--- config.mk ---
export PLATFORM = sky130hd
export DESIGN_NAME = prog_loader
export DESIGN_NICKNAME = d
export VERILOG_FILES = /design/src/rtl/prog_loader.sv
export SDC_FILE = /design/constraint.sdc
export NUM_CORES = 1
export LEC_CHECK = 0
export ABC_AREA = 1
export CORE_ASPECT_RATIO = 1.1
export CORE_MARGIN = 2
export CORE_UTILIZATION = 50
export CTS_CLUSTER_DIAMETER = 150
export DETAILED_ROUTE_END_ITERATION = 16
export PLACE_DENSITY = 0.79
export SLEW_MARGIN = 20
export SYNTH_ARGS = -nofsm -noshare
export SYNTH_HDL_FRONTEND = slang
export SYNTH_SLANG_ARGS = --single-unit
--- constraint.sdc ---
create_clock -name clock_i -period 3.6 [get_ports clock_i]
set_input_delay 0.36 -clock clock_i [delete_from_list [all_inputs] [get_ports clock_i]]
set_output_delay 0.36 -clock clock_i [all_outputs]
set_load 0.005 [all_outputs]
--- src/rtl/prog_loader.sv ---
// rtl/prog_loader.sv - byte-stream program loader that fills instruction memory and gates cpu reset
//
// Purpose: packs bytes (most-significant first) into 32-bit words, writes each
// word to instruction memory at byte addresses 0, 4, 8, ... and holds the
// pipeline in reset until the requested number of words has been loaded.
// Optional feature macro: LOADER_CHECKSUM_EN (trailing checksum byte, err_o).
//
// Ports:
//   clock_i      system clock, rising edge
//   reset_i      asynchronous active-high reset
//   start_i      one-cycle pulse starting a load (honoured in IDLE and DONE)
//   len_i        words to load, sampled with start_i, clamped to MAX_WORDS
//   rx_valid_i   byte available on rx_data_i
//   rx_data_i    program byte
//   rx_ready_o   loader accepts a byte this cycle
//   wr_en_o      memory write strobe, one cycle per word
//   wr_addr_o    byte address of the word (word index << 2)
//   wr_data_o    assembled word
//   cpu_reset_o  active-high pipeline reset
//   busy_o       load in progress
//   done_o       last load completed
//   err_o        checksum failure (constant 0 without LOADER_CHECKSUM_EN)
module prog_loader #(
  parameter int ADDR_W    = 8,
  parameter int MAX_WORDS = 256
) (
  input  logic              clock_i,
  input  logic              reset_i,
  input  logic              start_i,
  input  logic [ADDR_W:0]   len_i,
  input  logic              rx_valid_i,
  input  logic [7:0]        rx_data_i,
  output logic              rx_ready_o,
  output logic              wr_en_o,
  output logic [31:0]       wr_addr_o,
  output logic [31:0]       wr_data_o,
  output logic              cpu_reset_o,
  output logic              busy_o,
  output logic              done_o,
  output logic              err_o
);

  localparam logic [ADDR_W:0] MAX_LEN = (ADDR_W+1)'(MAX_WORDS);
  localparam logic [ADDR_W:0] ONE     = (ADDR_W+1)'(1);

`ifdef LOADER_CHECKSUM_EN
  typedef enum logic [2:0] {S_IDLE, S_RECV, S_WRITE, S_DONE, S_CHECK} state_t;
  localparam state_t S_LAST = S_CHECK;
`else
  typedef enum logic [1:0] {S_IDLE, S_RECV, S_WRITE, S_DONE} state_t;
  localparam state_t S_LAST = S_DONE;
`endif

  state_t          state, state_n;
  // Only the three older bytes need holding; the fourth comes straight off rx_data_i.
  logic [23:0]     shift_q, shift_n;
  logic [1:0]      byte_cnt, byte_cnt_n;
  logic [ADDR_W:0] word_idx, word_idx_n;
  logic [ADDR_W:0] target, target_n;
  logic [ADDR_W:0] len_clamped;
  logic [ADDR_W:0] next_idx;
  logic            accept;

  logic            rx_ready_n, wr_en_n, cpu_reset_n, busy_n, done_n;
  logic [31:0]     wr_addr_n, wr_data_n;

`ifdef LOADER_CHECKSUM_EN
  logic [7:0]      sum_q, sum_n, check_sum;
  logic            err_q, err_n;
  assign err_o = err_q;
`else
  assign err_o = 1'b0;
`endif

  assign accept = rx_valid_i && rx_ready_o;

  always_comb begin
    state_n     = state;
    shift_n     = shift_q;
    byte_cnt_n  = byte_cnt;
    word_idx_n  = word_idx;
    target_n    = target;
    wr_en_n     = 1'b0;
    wr_addr_n   = wr_addr_o;
    wr_data_n   = wr_data_o;
    len_clamped = (len_i > MAX_LEN) ? MAX_LEN : len_i;
    next_idx    = word_idx + ONE;
`ifdef LOADER_CHECKSUM_EN
    sum_n       = sum_q;
    err_n       = err_q;
    check_sum   = sum_q + rx_data_i;
`endif

    case (state)
      S_IDLE, S_DONE: begin
        if (start_i) begin
          target_n   = len_clamped;
          word_idx_n = '0;
          byte_cnt_n = '0;
`ifdef LOADER_CHECKSUM_EN
          sum_n      = '0;
          err_n      = 1'b0;
`endif
          // A zero-length load skips reception entirely (but still takes the checksum).
          state_n    = (len_clamped == '0) ? S_LAST : S_RECV;
        end
      end
      S_RECV: begin
        if (accept) begin
          shift_n    = {shift_q[15:0], rx_data_i};
          byte_cnt_n = byte_cnt + 2'd1;
`ifdef LOADER_CHECKSUM_EN
          sum_n      = check_sum;
`endif
          if (byte_cnt == 2'd3) begin
            state_n   = S_WRITE;
            wr_en_n   = 1'b1;
            wr_data_n = {shift_q, rx_data_i};
            wr_addr_n = 32'({word_idx[ADDR_W-1:0], 2'b00});
          end
        end
      end
      S_WRITE: begin
        word_idx_n = next_idx;
        state_n    = (next_idx == target) ? S_LAST : S_RECV;
      end
`ifdef LOADER_CHECKSUM_EN
      S_CHECK: begin
        if (accept) begin
          err_n   = (check_sum != 8'd0);
          state_n = S_DONE;
        end
      end
`endif
      default: state_n = S_IDLE;
    endcase

    // Registered outputs follow the state being entered, so they line up
    // with that state for its whole duration.
`ifdef LOADER_CHECKSUM_EN
    rx_ready_n  = (state_n == S_RECV) || (state_n == S_CHECK);
    busy_n      = (state_n == S_RECV) || (state_n == S_WRITE) || (state_n == S_CHECK);
    cpu_reset_n = (state_n != S_DONE) || err_n;
`else
    rx_ready_n  = (state_n == S_RECV);
    busy_n      = (state_n == S_RECV) || (state_n == S_WRITE);
    cpu_reset_n = (state_n != S_DONE);
`endif
    done_n      = (state_n == S_DONE);
  end

  always_ff @(posedge clock_i or posedge reset_i) begin
    if (reset_i) begin
      state       <= S_IDLE;
      shift_q     <= '0;
      byte_cnt    <= '0;
      word_idx    <= '0;
      target      <= '0;
      rx_ready_o  <= 1'b0;
      wr_en_o     <= 1'b0;
      wr_addr_o   <= '0;
      wr_data_o   <= '0;
      cpu_reset_o <= 1'b1;
      busy_o      <= 1'b0;
      done_o      <= 1'b0;
`ifdef LOADER_CHECKSUM_EN
      sum_q       <= '0;
      err_q       <= 1'b0;
`endif
    end else begin
      state       <= state_n;
      shift_q     <= shift_n;
      byte_cnt    <= byte_cnt_n;
      word_idx    <= word_idx_n;
      target      <= target_n;
      rx_ready_o  <= rx_ready_n;
      wr_en_o     <= wr_en_n;
      wr_addr_o   <= wr_addr_n;
      wr_data_o   <= wr_data_n;
      cpu_reset_o <= cpu_reset_n;
      busy_o      <= busy_n;
      done_o      <= done_n;
`ifdef LOADER_CHECKSUM_EN
      sum_q       <= sum_n;
      err_q       <= err_n;
`endif
    end
  end

endmodule

==> out/metrics.yaml <==
die:
  ioPinCount: 91
  die_h_um: 98.2
  rows: 34
  start_util: 0.512
  die_area_mm2: 0.00880
  dieWidth_um: 89.6
  core_mm2: 0.00787
drt:
  drc: 0
  postRouteWirelength_um: 7900
  vias: 3067
  ant_nets: 0
  wire_per_inst_um: 12.5
  dr.first_iter.drc_count: 159
  vias_per_cell: 4.85
  dr.pass1.iters: 4
cts:
  clk_pin_slew_ps: 90
  ctsHoldBuffers: 0
  clock-root-buffer: "clkbuf_8"
  cts_resized: 0
  h-tree-depth: 3
  cts_tree: "done"
  cts_made_buffers: 9
  ctsLongestPathBuffers: 2
  worstSkewPairLatency_ps: 360
  cts_setup_buffers: 0
  cts_num_sinks: 91
finish:
  final_net_count: 548
  stdcell_count: 633
  diodes: 0
  drive_gt1_frac: 0.0705
  postLayoutCoreUtil: 0.626
  syn2layout_area_growth_pct: 22.3
sta:
  finalCritPeriodShare: 0.600
  fmax_mhz: 463
  relSlewSlack: 0.412
  finalHoldViolCount: 0
  period_minus_slack_ps: 2160
  clock-skew-final_ps: 11.2
  slew_viol_final: 0
  finalSetupViolCount: 0
  worst_slew_pin_slew_ps: 880
  rsz0062_at_grt: "false"
  fin_setup_tns_ps: 0
place:
  dpl.hpwl_um: 5640
  place.gp.congestion: 0.868
  io_buffers: 65
  dp_cells: 617
global_route:
  antenna_found_initial: 0
  gr-total-overflow: 0
  grt_max_degree: 73
  grt_pass1_vias: 2937
  grt.total_usage: 0.191
  grt_pass1_wl_um: 13100
power:
  p_leak_nw: 2.28
  p_per_area_mw_per_mm2: 718
  vdd_ir_drop_max_mv: 0.417
setup_path:
  start_kind: "register"
  r2r-start: "state[1]"
  crit_required_ps: 3850
  r2r_end: "byte_cnt[0]"
  r2r_setup_slack_ps: 1440
  startpoint: "state[1]"
  worstSetupPathType: "register to register"
  cp_max_fo: 47
  endpoint_kind: "register"
  cp.arrival_ps: 2410
  reg2reg_depth: 9
yosys:
  post-synth-top-count-cell: "nand2_1"
  synth_common_cells: "nand2_1 (107), dfrtp_1 (90), o21ai_0 (85), inv_1 (57)"
  synthCells: 455
  yosys-top-cells-area: "dfrtp_1 (56%), o21ai_0 (11%), nand2_1 (10%), inv_1 (5.3%), buf_4 (4.7%)"
  ys.warnings.count: 0
  async_flop_share: 1.00
  syn-cell-area_mm2: 0.00403
  synth_cell_types: 27
  seq_area_frac_synth: 0.565
  synthesis.area_per_instance_um2: 8.86
  ys.flop_type: "dfrtp_1"
  synth_edf_count: 0
  yosys.area.top_type_share: 0.559
  ys_ff_latch: 91
  synth_area_leader_cell: "dfrtp_1"
min_path:
  hold_class: "primary input to asynchronous set/reset pin"
status:
  status: "finished clean"
job:
  drv_cap: 0
==> power breakdown <==
group          total, mW  internal [mW]  switching (mW)
Clock              0.785          0.417           0.368
Sequential          1.60           1.40           0.199
Combinational       1.15          0.569           0.585
Total               3.54           2.39            1.15
==> metal layers <==
| metal | share of wire | vias to the layer above | GRT usage |
|---|---|---|---|
| met5 | 0 | - | 0 |
| met4 | 0.017 | 0 | 0.0758 |
| met3 | 0.048 | 10 | 0.0372 |
| met2 | 0.50 | 77 | 0.304 |
| met1 | 0.43 | 1447 | 0.255 |
| li1 | - | 1533 | - |
==> metrics by stage <==
stage	worst slack (ps)	instance area (um2)	hold WS, ps	total power [mW]
final	1440	4930	479	3.54
after global routing	1240	4930	530	3.81
after CTS	1340	4920	494	3.57
after detailed placement	1230	4690	473	2.78
after global placement	1390	4690	464	2.71
after floorplan	878	4120	453	2.21
==> state kept, by name, summed over array words and instances (netlist names) <==
name / cells
busy_o: 1
byte_cnt: 2
cpu_reset_o: 1
done_o: 1
rx_ready_o: 1
shift_q: 24
state: 2
target: 9
word_idx: 9
wr_addr_o: 8
wr_data_o: 32
wr_en_o: 1
==> how the worst max path moves through the flow <==
stage	endpoint	slack [ps]	depth (start not counted)
final	byte_cnt[0]	1440	9
after global routing	byte_cnt[0]	1240	9
after CTS	wr_data_o[27]	1340	5
after detailed placement	wr_data_o[27]	1230	5
after global placement	wr_data_o[11]	1390	5
after floorplan	busy_o	880	1
==> cells in the final DEF (no fill, tap or decap), types with 3 or more instances in the layout <==
cell,synthesis,routed
o21ai_0,85,85
o22ai_1,6,6
nor2_2,5,6
nand2_2,4,4
buf_4,25,3
nand3_1,25,25
dfrtp_1,90,90
inv_1,57,56
o21ai_1,4,4
clkdlybuf4s50_1,0,65
nor2_1,11,10
clkbuf_8,0,10
nand2_1,107,106
inv_6,0,3
ha_1,7,7
conb_1,1,25
==> final cells by class <==
class	instances	area, um2
fill	667	2940
sequential	91	2280
multi-input combinational	292	1390
timing repair buffer	68	673
inverter	58	219
clock buffer	10	138
tap	108	135
clock inverter	6	93.8
==> worst max-delay path: stages, from the launching register on <==
cell and delay (ps):
dfrtp_1 420, inv_1 70, ha_1 240, inv_1 130, nor2_2 120, buf_4 370, inv_1 140, a21oi_1 290
o21ai_0 160, o21a_1 120
==> logic make-up after synthesis <==
| family | after synthesis | share of synthesized area |
|---|---|---|
| flip-flops | 91 | 0.565 |
| buffers and inverters | 96 | 0.114 |
| other | 1 | 0.000930 |
| AO/OA/AOI/OAI | 99 | 0.126 |
| adder cells (fa/ha/maj) | 7 | 0.0217 |
| AND/OR/NAND/NOR | 161 | 0.172 |
Power figures use the tool's default switching activity.
